### src/rtl/count_capture_fifo.sv
// Arms, captures a run of CAPTURE_LEN counter samples into a FWFT FIFO and flags overflow/wrap/done.
// Optional: define CAPTURE_SEQ_CHECK_EN to flag non-consecutive pushed samples on seq_error.
module count_capture_fifo #(
    parameter int DATA_W      = 8,
    parameter int DEPTH       = 16,
    parameter int ADDR_W      = 4,
    parameter int CAPTURE_LEN = 16
) (
    input  logic              clk,
    input  logic              rst_n,
    input  logic              arm,
    input  logic              in_valid,
    input  logic [DATA_W-1:0] in_data,
    output logic              out_valid,
    input  logic              out_ready,
    output logic [DATA_W-1:0] out_data,
    output logic [ADDR_W:0]   level,
    output logic              full,
    output logic              overflow,
    output logic              wrap_seen,
    output logic [1:0]        state,
    output logic              done,
    output logic              seq_error
);
    // state     | meaning
    // S_IDLE    | waiting for arm
    // S_ARMED   | flushed, next sample starts the run
    // S_CAPTURE | run in progress, pushing samples
    // S_DONE    | run complete, reader drains the FIFO
    typedef enum logic [1:0] {S_IDLE, S_ARMED, S_CAPTURE, S_DONE} state_t;

    localparam logic [ADDR_W:0] LEVEL_FULL = (ADDR_W+1)'(DEPTH);
    localparam logic [7:0]      RUN_LEN    = 8'(CAPTURE_LEN);

    state_t              cur, nxt;
    logic [DATA_W-1:0]   mem [DEPTH];
    logic [ADDR_W-1:0]   wr_ptr, rd_ptr;
    logic [7:0]          remain;
    logic                flush, pop, window, push, drop, last;

    always_comb begin
        flush  = arm && (cur == S_IDLE || cur == S_DONE);
        pop    = out_valid && out_ready && !flush;
        window = in_valid && (cur == S_ARMED || cur == S_CAPTURE);
        push   = window && (!full || pop);
        drop   = window && full && !pop;
        last   = push && (remain == 8'd1);
    end

    always_ff @(posedge clk or negedge rst_n) begin
        if (!rst_n) cur <= S_IDLE;
        else        cur <= nxt;
    end

    always_comb begin
        nxt = cur;
        case (cur)
            S_IDLE:    if (arm) nxt = S_ARMED;
            S_ARMED:   if (push) nxt = last ? S_DONE : S_CAPTURE;
            S_CAPTURE: if (last) nxt = S_DONE;
            S_DONE: begin
                if (arm)               nxt = S_ARMED;
                else if (level == '0)  nxt = S_IDLE;
            end
            default:   nxt = S_IDLE;
        endcase
    end

    // remain counts down the samples still to accept; terminal count 1 ends the run
    always_ff @(posedge clk or negedge rst_n) begin
        if (!rst_n) begin
            wr_ptr    <= '0;
            rd_ptr    <= '0;
            level     <= '0;
            overflow  <= 1'b0;
            wrap_seen <= 1'b0;
            remain    <= 8'd0;
        end else begin
            wrap_seen <= push && (in_data == '1);
            if (flush) begin
                wr_ptr   <= '0;
                rd_ptr   <= '0;
                level    <= '0;
                overflow <= 1'b0;
                remain   <= RUN_LEN;
            end else begin
                if (push) begin
                    wr_ptr <= wr_ptr + ADDR_W'(1);
                    remain <= remain - 8'd1;
                end
                if (pop) rd_ptr <= rd_ptr + ADDR_W'(1);
                if (push && !pop)      level <= level + (ADDR_W+1)'(1);
                else if (pop && !push) level <= level - (ADDR_W+1)'(1);
                if (drop) overflow <= 1'b1;
            end
        end
    end

    always_ff @(posedge clk) begin
        if (push) mem[wr_ptr] <= in_data;
    end

    assign out_valid = (level != '0);
    assign full      = (level == LEVEL_FULL);
    assign out_data  = mem[rd_ptr];
    assign state     = cur;
    assign done      = (cur == S_DONE);

`ifdef CAPTURE_SEQ_CHECK_EN
    localparam logic [DATA_W-1:0] ONE = DATA_W'(1);
    logic [DATA_W-1:0] prev;
    logic              seq_err;

    // the first sample of a run is pushed from S_ARMED and has no predecessor
    always_ff @(posedge clk or negedge rst_n) begin
        if (!rst_n) begin
            prev    <= '0;
            seq_err <= 1'b0;
        end else if (flush) begin
            seq_err <= 1'b0;
        end else if (push) begin
            prev <= in_data;
            if (cur == S_CAPTURE && in_data != prev + ONE) seq_err <= 1'b1;
        end
    end
    assign seq_error = seq_err;
`else
    assign seq_error = 1'b0;
`endif

endmodule
### config.mk
export PLATFORM = sky130hd
export DESIGN_NAME = count_capture_fifo
export DESIGN_NICKNAME = d
export VERILOG_FILES = /design/src/rtl/count_capture_fifo.sv
export SDC_FILE = /design/constraint.sdc
export NUM_CORES = 1
export LEC_CHECK = 0
export BUFFER_PORTS_ARGS = -buffer_cell sky130_fd_sc_hd__buf_2
export CAP_MARGIN = 5
export CORE_MARGIN = 5
export CORE_UTILIZATION = 60
export CTS_CLUSTER_SIZE = 30
export DETAILED_ROUTE_END_ITERATION = 8
export PLACE_DENSITY = 0.78
export SLEW_MARGIN = 15
export SYNTH_ARGS = -nofsm -noshare
export SYNTH_HDL_FRONTEND = slang
export SYNTH_SLANG_ARGS = --single-unit
### constraint.sdc
create_clock -name clk -period 5.5 [get_ports clk]
set_input_delay 1.1 -clock clk [delete_from_list [all_inputs] [get_ports clk]]
set_output_delay 1.1 -clock clk [all_outputs]
set_load 0.02 [all_outputs]
==> results of run 1 <==
-- cells in the final DEF (no fill, tap or decap), drive strengths merged, types with 5 or more instances in the layout --
master / instances
nor3: 5
mux4: 40
dfrtp: 25
ha: 16
o21ai: 7
a21oi: 5
nand3: 7
edfxtp: 128
buf: 35
nor2: 14
clkbuf: 18
inv: 10
and2: 14
clkinvlp: 5
xor2: 5
-- state kept, by name, summed over array words and instances (netlist names) --
name,count
rd_ptr,4
overflow,1
mem,128
state,2
wrap_seen,1
remain,8
level,5
wr_ptr,4
-- worst paths after layout --
path / from / to / slack (ns) / cells past startpoint
max: rd_ptr[1] / out_data[7] / 1.47 / 4
min: overflow / overflow / 0.50 / 1
max reg2reg: state[0] / level[4] / 1.85 / 10
min reg2reg: overflow / overflow / 0.50 / 1
max in group asynchronous: rst_n / rd_ptr[0] / 4.51 / 1
min in group asynchronous: rst_n / level[3] / 0.57 / 1
-- cells by family after synthesis --
group	after synthesis
DFF	153
adders and majority gates	17
buffers and inverters	28
muxes	48
other	1
xor gates and xnor gates	6
AOI/OAI and AO/OA	39
and+or+nand+nor	66
-- power by group through the flow --
stage	Sequential [mW]	Combinational, mW	Clock (mW)
after floorplan	1.50	0.990	0
after global placement	1.60	1.17	0
after detailed placement	1.61	1.20	0
after CTS	1.60	1.22	1.10
after global routing	1.62	1.31	1.15
final	1.59	1.21	1.08
-- routing by layer --
layer,vias up,part of all wire
met3,18,0.075
met1,1778,0.40
met2,150,0.51
met4,0,0.020
li1,1514,-
met5,-,0
-- per-stage QoR --
step | hold WS, ns | setup slack, ns | cells
finish | 0.501 | 1.47 | 543
global route | 0.522 | 1.35 | 543
CTS | 0.505 | 1.26 | 543
detailed placement | 0.486 | 1.59 | 513
global placement | 0.485 | 1.75 | 513
floorplan | 0.486 | 1.92 | 358
-- worst max-delay path: stages (launching register included) --
cell and delay, ns:
dfrtp_1 1.06, buf_4 0.36, mux4_2 0.33, mux4_2 0.48, buf_2 0.17
-- final cells by class --
type	instances	area share
Sequential cell	153	0.606
Multi-Input combinational cell	177	0.267
Clock buffer	18	0.0566
Timing Repair Buffer	35	0.0248
Tap cell	140	0.0237
Clock inverter	12	0.0173
Inverter	8	0.00407
==> metrics, run 1 <==
worst vdd ir 0.342 mV; Async S/R FF share, synth 0.163; fin. max-slew vios 0; WL final 13200 microns; layout cells sized above 1 0.268; EDFF count, synth 128; CTS tree done; detailed-router iteration count before antenna repair 5; Initial DRC Count 266; Initial Util 0.609; number of antenna diodes 0; Global Route Usage Sum 0.223; Least-Margin Pin Slew 1.10 ns; fmax 248 MHz; Syn Area/Cell 18.4 sq um; full die area 0.0131 sq mm; Post-CTS Resized 0; row cnt 38; Compound-Gate Fraction of Synth Area 0.0514; Pwr Total 3.87 mW; CTS Buffer Depth 2; final core occ 0.684; most common cell in the netlist edfxtp_1; Post-Synth Simple-Gate Area 0.0566; worst min-delay path class reg2reg; number of global-route vias before repair 3586; critical path data required time 4.40 ns; Sum Neg Setup Slack 0 ns; min cycle time layout 4.03 ns; RSZ-0062 raised after global routing false; WP data arrival 2.93 ns; Post-DP Area 0.00683 sq mm; final instance area 0.00738 sq mm; setup violators final 0; core outline area 0.0108 sq mm; clk sink count 153; WS Path Type reg2out; fin nets 422; # DRC 0; area leader, netlist edfxtp_1; Final Hold Fails 0; Max Cap Viol 0; synth unique cells 52; Synth Cell Area 0.00657 sq mm; Critical Path Start Type register; met1 Use GR 0.306; Final HPWL DP 7920 microns; synth warn 0; XOR/XNOR share of the synthesized area 0.00800; GR peak layer met2; switching fraction of total power 0.331; largest net degree at the start of global routing 34; Slew HR 0.267; Syn Inst Count 358; register area share after synthesis 0.680; first-pass GRT wire length 20900 microns; Register Area 0.00447 sq mm; met2 usage 0.346; Yosys reg bits 153; Skew-Pair Late Insertion Delay 0.52 ns; setup repair bufs after CTS 0; Max Fanout on Critical Path 24; Final GP Congestion 0.782; # hold bufs at CTS 0; syn nets 388; leakage 2.58 nW; Worst-path clk slew 0.06 ns; CTS buffer count 17; DR WL/cell 24.4 microns; multi-input logic area 0.00197 sq mm; switching power 1.28 mW; crit end category primary output; initial antenna violation count 0; via/cell ratio 6.37; Post-synth top cells edfxtp_1, mux4_2, dfrtp_1; GRT overflow 0; ANT nets after route 0; Vias 3460; Pint 2.59 mW; Yosys top cell area share 0.585; Synth Area in Adders 0.0335; Area growth syn-to-layout 12.3%; met3 Use GR 0.0560; top post-synthesis cells by area edfxtp_1, mux4_2, dfrtp_1; I/O pins 34; Cell Pwr Density 525 mW/mm^2; IO Port Bufs 32; status complete, no violations; most frequently used flop master after synthesis edfxtp_1; post-synthesis mux area share 0.150; Final Skew 0.00532 ns; Die X 115 microns; clock network fraction of design power 0.278; Fill cells 675; Gate power share 0.312; main combinational cell family by area after synthesis multiplexers; H-tree depth 4; sequential share of power 0.410; Final period util 0.733; root buf cell clkbuf_8; Chip Height 115 microns
Power figures use the tool's default switching activity.
==> run 2, diff against run 1 <==
==> constraint.sdc (replaced) <==
create_clock -name clk -period 3.8 [get_ports clk]
set_input_delay 0.76 -clock clk [delete_from_list [all_inputs] [get_ports clk]]
set_output_delay 0.76 -clock clk [all_outputs]
set_load 0.02 [all_outputs]
==> run 2 against run 1 <==
Against the previous run: sequential power grew 36%; register-to-register slack got worse by 1.6 ns; clock skew decreased by 0.00060 ns; core utilization about the same; design area about the same; routed wire length is 1.5% lower; cell count grew 0.55%; critical endpoint is now level[4].
==> metrics, run 2 (same netlist as run 1, synthesis figures left out) <==
Initial DRC Count 284 (+6.8%); initial antenna violation count 0 (unchanged); full die area 0.0131 sq mm (unchanged); Final Hold Fails 0 (unchanged); Sum Neg Setup Slack 0 ns (unchanged); CTS Buffer Depth 2 (unchanged); Top reg by flops mem; RSZ-0062 raised after global routing false; Vias 3447 (-0.38%); via/cell ratio 6.31 (-0.92%); leakage 2.58 nW (about the same); fin nets 423 (+0.24%); status complete, no violations; core outline area 0.0108 sq mm (unchanged); WS Path Type reg2reg; Max Cap Viol 0 (unchanged); setup repair bufs after CTS 0 (unchanged); Final HPWL DP 7870 microns (-0.62%); register-to-register setup slack 0.27 ns (-1.58 ns); setup violators final 0 (unchanged); detailed-router iteration count before antenna repair 5 (unchanged); fmax 284 MHz; CTS tree done; max reg flops 128 (unchanged); worst vdd ir 0.406 mV (+19%); number of global-route vias before repair 3621 (+0.98%); CTS buffer count 17 (unchanged); Least-Margin Pin Slew 0.709 ns (-0.390 ns); row cnt 38 (unchanged); I/O pins 34 (unchanged); Skew-Pair Late Insertion Delay 0.53 ns (about the same); WL final 13100 microns (-1.5%); ANT nets after route 0 (unchanged); Initial Util 0.609 (unchanged); # hold bufs at CTS 0 (unchanged); fin. max-slew vios 0 (unchanged); crit end category register; Final Skew 0.00472 ns (-0.000600 ns); H-tree depth 4 (unchanged); GRT overflow 0 (unchanged); final core occ 0.684 (about the same); Cell Pwr Density 756 mW/mm^2 (+44%); Chip Height 115 microns (unchanged); Final GP Congestion 0.796 (+1.7%); Area growth syn-to-layout 12.4% (about the same); number of antenna diodes 0 (unchanged); Critical Path Start Type register; commonest non-fill, non-tap cell in the layout edfxtp_1; clk sink count 153 (unchanged); WP data arrival 3.94 ns (+1.01 ns); root buf cell clkbuf_8; # DRC 0 (unchanged); DR WL/cell 23.9 microns (-2.0%); Die X 115 microns (unchanged); Final period util 0.928; Worst-path clk slew 0.07 ns (about the same); worst min-delay path class in2async; first-pass GRT wire length 20700 microns (-1.0%); Max Fanout on Critical Path 9 (-63%); IO Port Bufs 32 (unchanged); critical path data required time 4.22 ns (-0.18 ns); min cycle time layout 3.53 ns; largest net degree at the start of global routing 36 (+5.9%); Slew HR 0.523 (+0.256); leading cell types in the layout, fill and taps excluded edfxtp_1, mux4_2, buf_2; top flop regs mem (128), remain (8), level (5); Global Route Usage Sum 0.219 (-0.00437); layout cells sized above 1 0.278 (+0.0103); Fill cells 669 (-0.89%)
-- run 2: cell type report --
class / count / area [sq um] / share of cell area
repair buffers: 36 / 203 / 0.0275
inverters: 8 / 30.0 / 0.00407
clock inverters: 15 / 116 / 0.0158
well taps: 140 / 175 / 0.0237
multi-input cells: 177 / 1970 / 0.267
clock buffers: 17 / 414 / 0.0561
flip-flops and latches: 153 / 4470 / 0.606
-- run 2: report_power, final --
part           internal (mW)  switching (mW)  total (mW)
Combinational          0.847            1.06        1.90
Sequential              2.00           0.167        2.17
Clock                  0.812           0.701        1.51
-- run 2: metal layers --
metal / global-route usage / wire [microns] / vias to the layer above
met5: 0 / 0 / -
li1: - / - / 1529
met1: 0.307 / 5550 / 1799
met3: 0.0507 / 718 / 14
met4: 0.0594 / 141 / 0
met2: 0.349 / 6640 / 105
-- run 2: stage by stage --
step | power, mW | setup slack (ns) | instance area (sq um) | std cells | hold slack (ns)
after floorplan | 3.60 | 0.366 | 6570 | 358 | 0.464
after CTS | 5.61 | 0.182 | 7380 | 546 | 0.238
final | 5.58 | 0.274 | 7380 | 546 | 0.223
after detailed placement | 4.10 | 0.189 | 6850 | 514 | 0.495
after global placement | 4.03 | 0.354 | 6850 | 514 | 0.487
after global routing | 5.89 | 0.0599 | 7380 | 546 | 0.265
-- run 2: critical path, cell delays in order (launching register included) --
cell     delay (ns)
dfrtp_1        0.41
inv_1          0.10
ha_1           0.38
and2_2         0.30
o21a_1         0.32
o21ai_0        0.33
fa_1           0.51
a21o_1         0.21
a21o_1         0.20
a221o_1        0.35
a211o_1        0.30
-- run 2: path summary, 6_finish.rpt --
kind | startpoint | endpoint | depth (start not counted)
max in group asynchronous | rst_n | rd_ptr[0] | 1
max | state[1] | level[4] | 10
max reg2reg | state[1] | level[4] | 10
min in group clk | overflow | overflow | 1
min reg2reg | overflow | overflow | 1
min | rst_n | level[3] | 1
-- run 2: what timing repair did --
action / in CTS / in global routing
setup endpoints to repair: 0 / 1
hold endpoints to repair: 0 / 0
resized for setup: 0 / 1
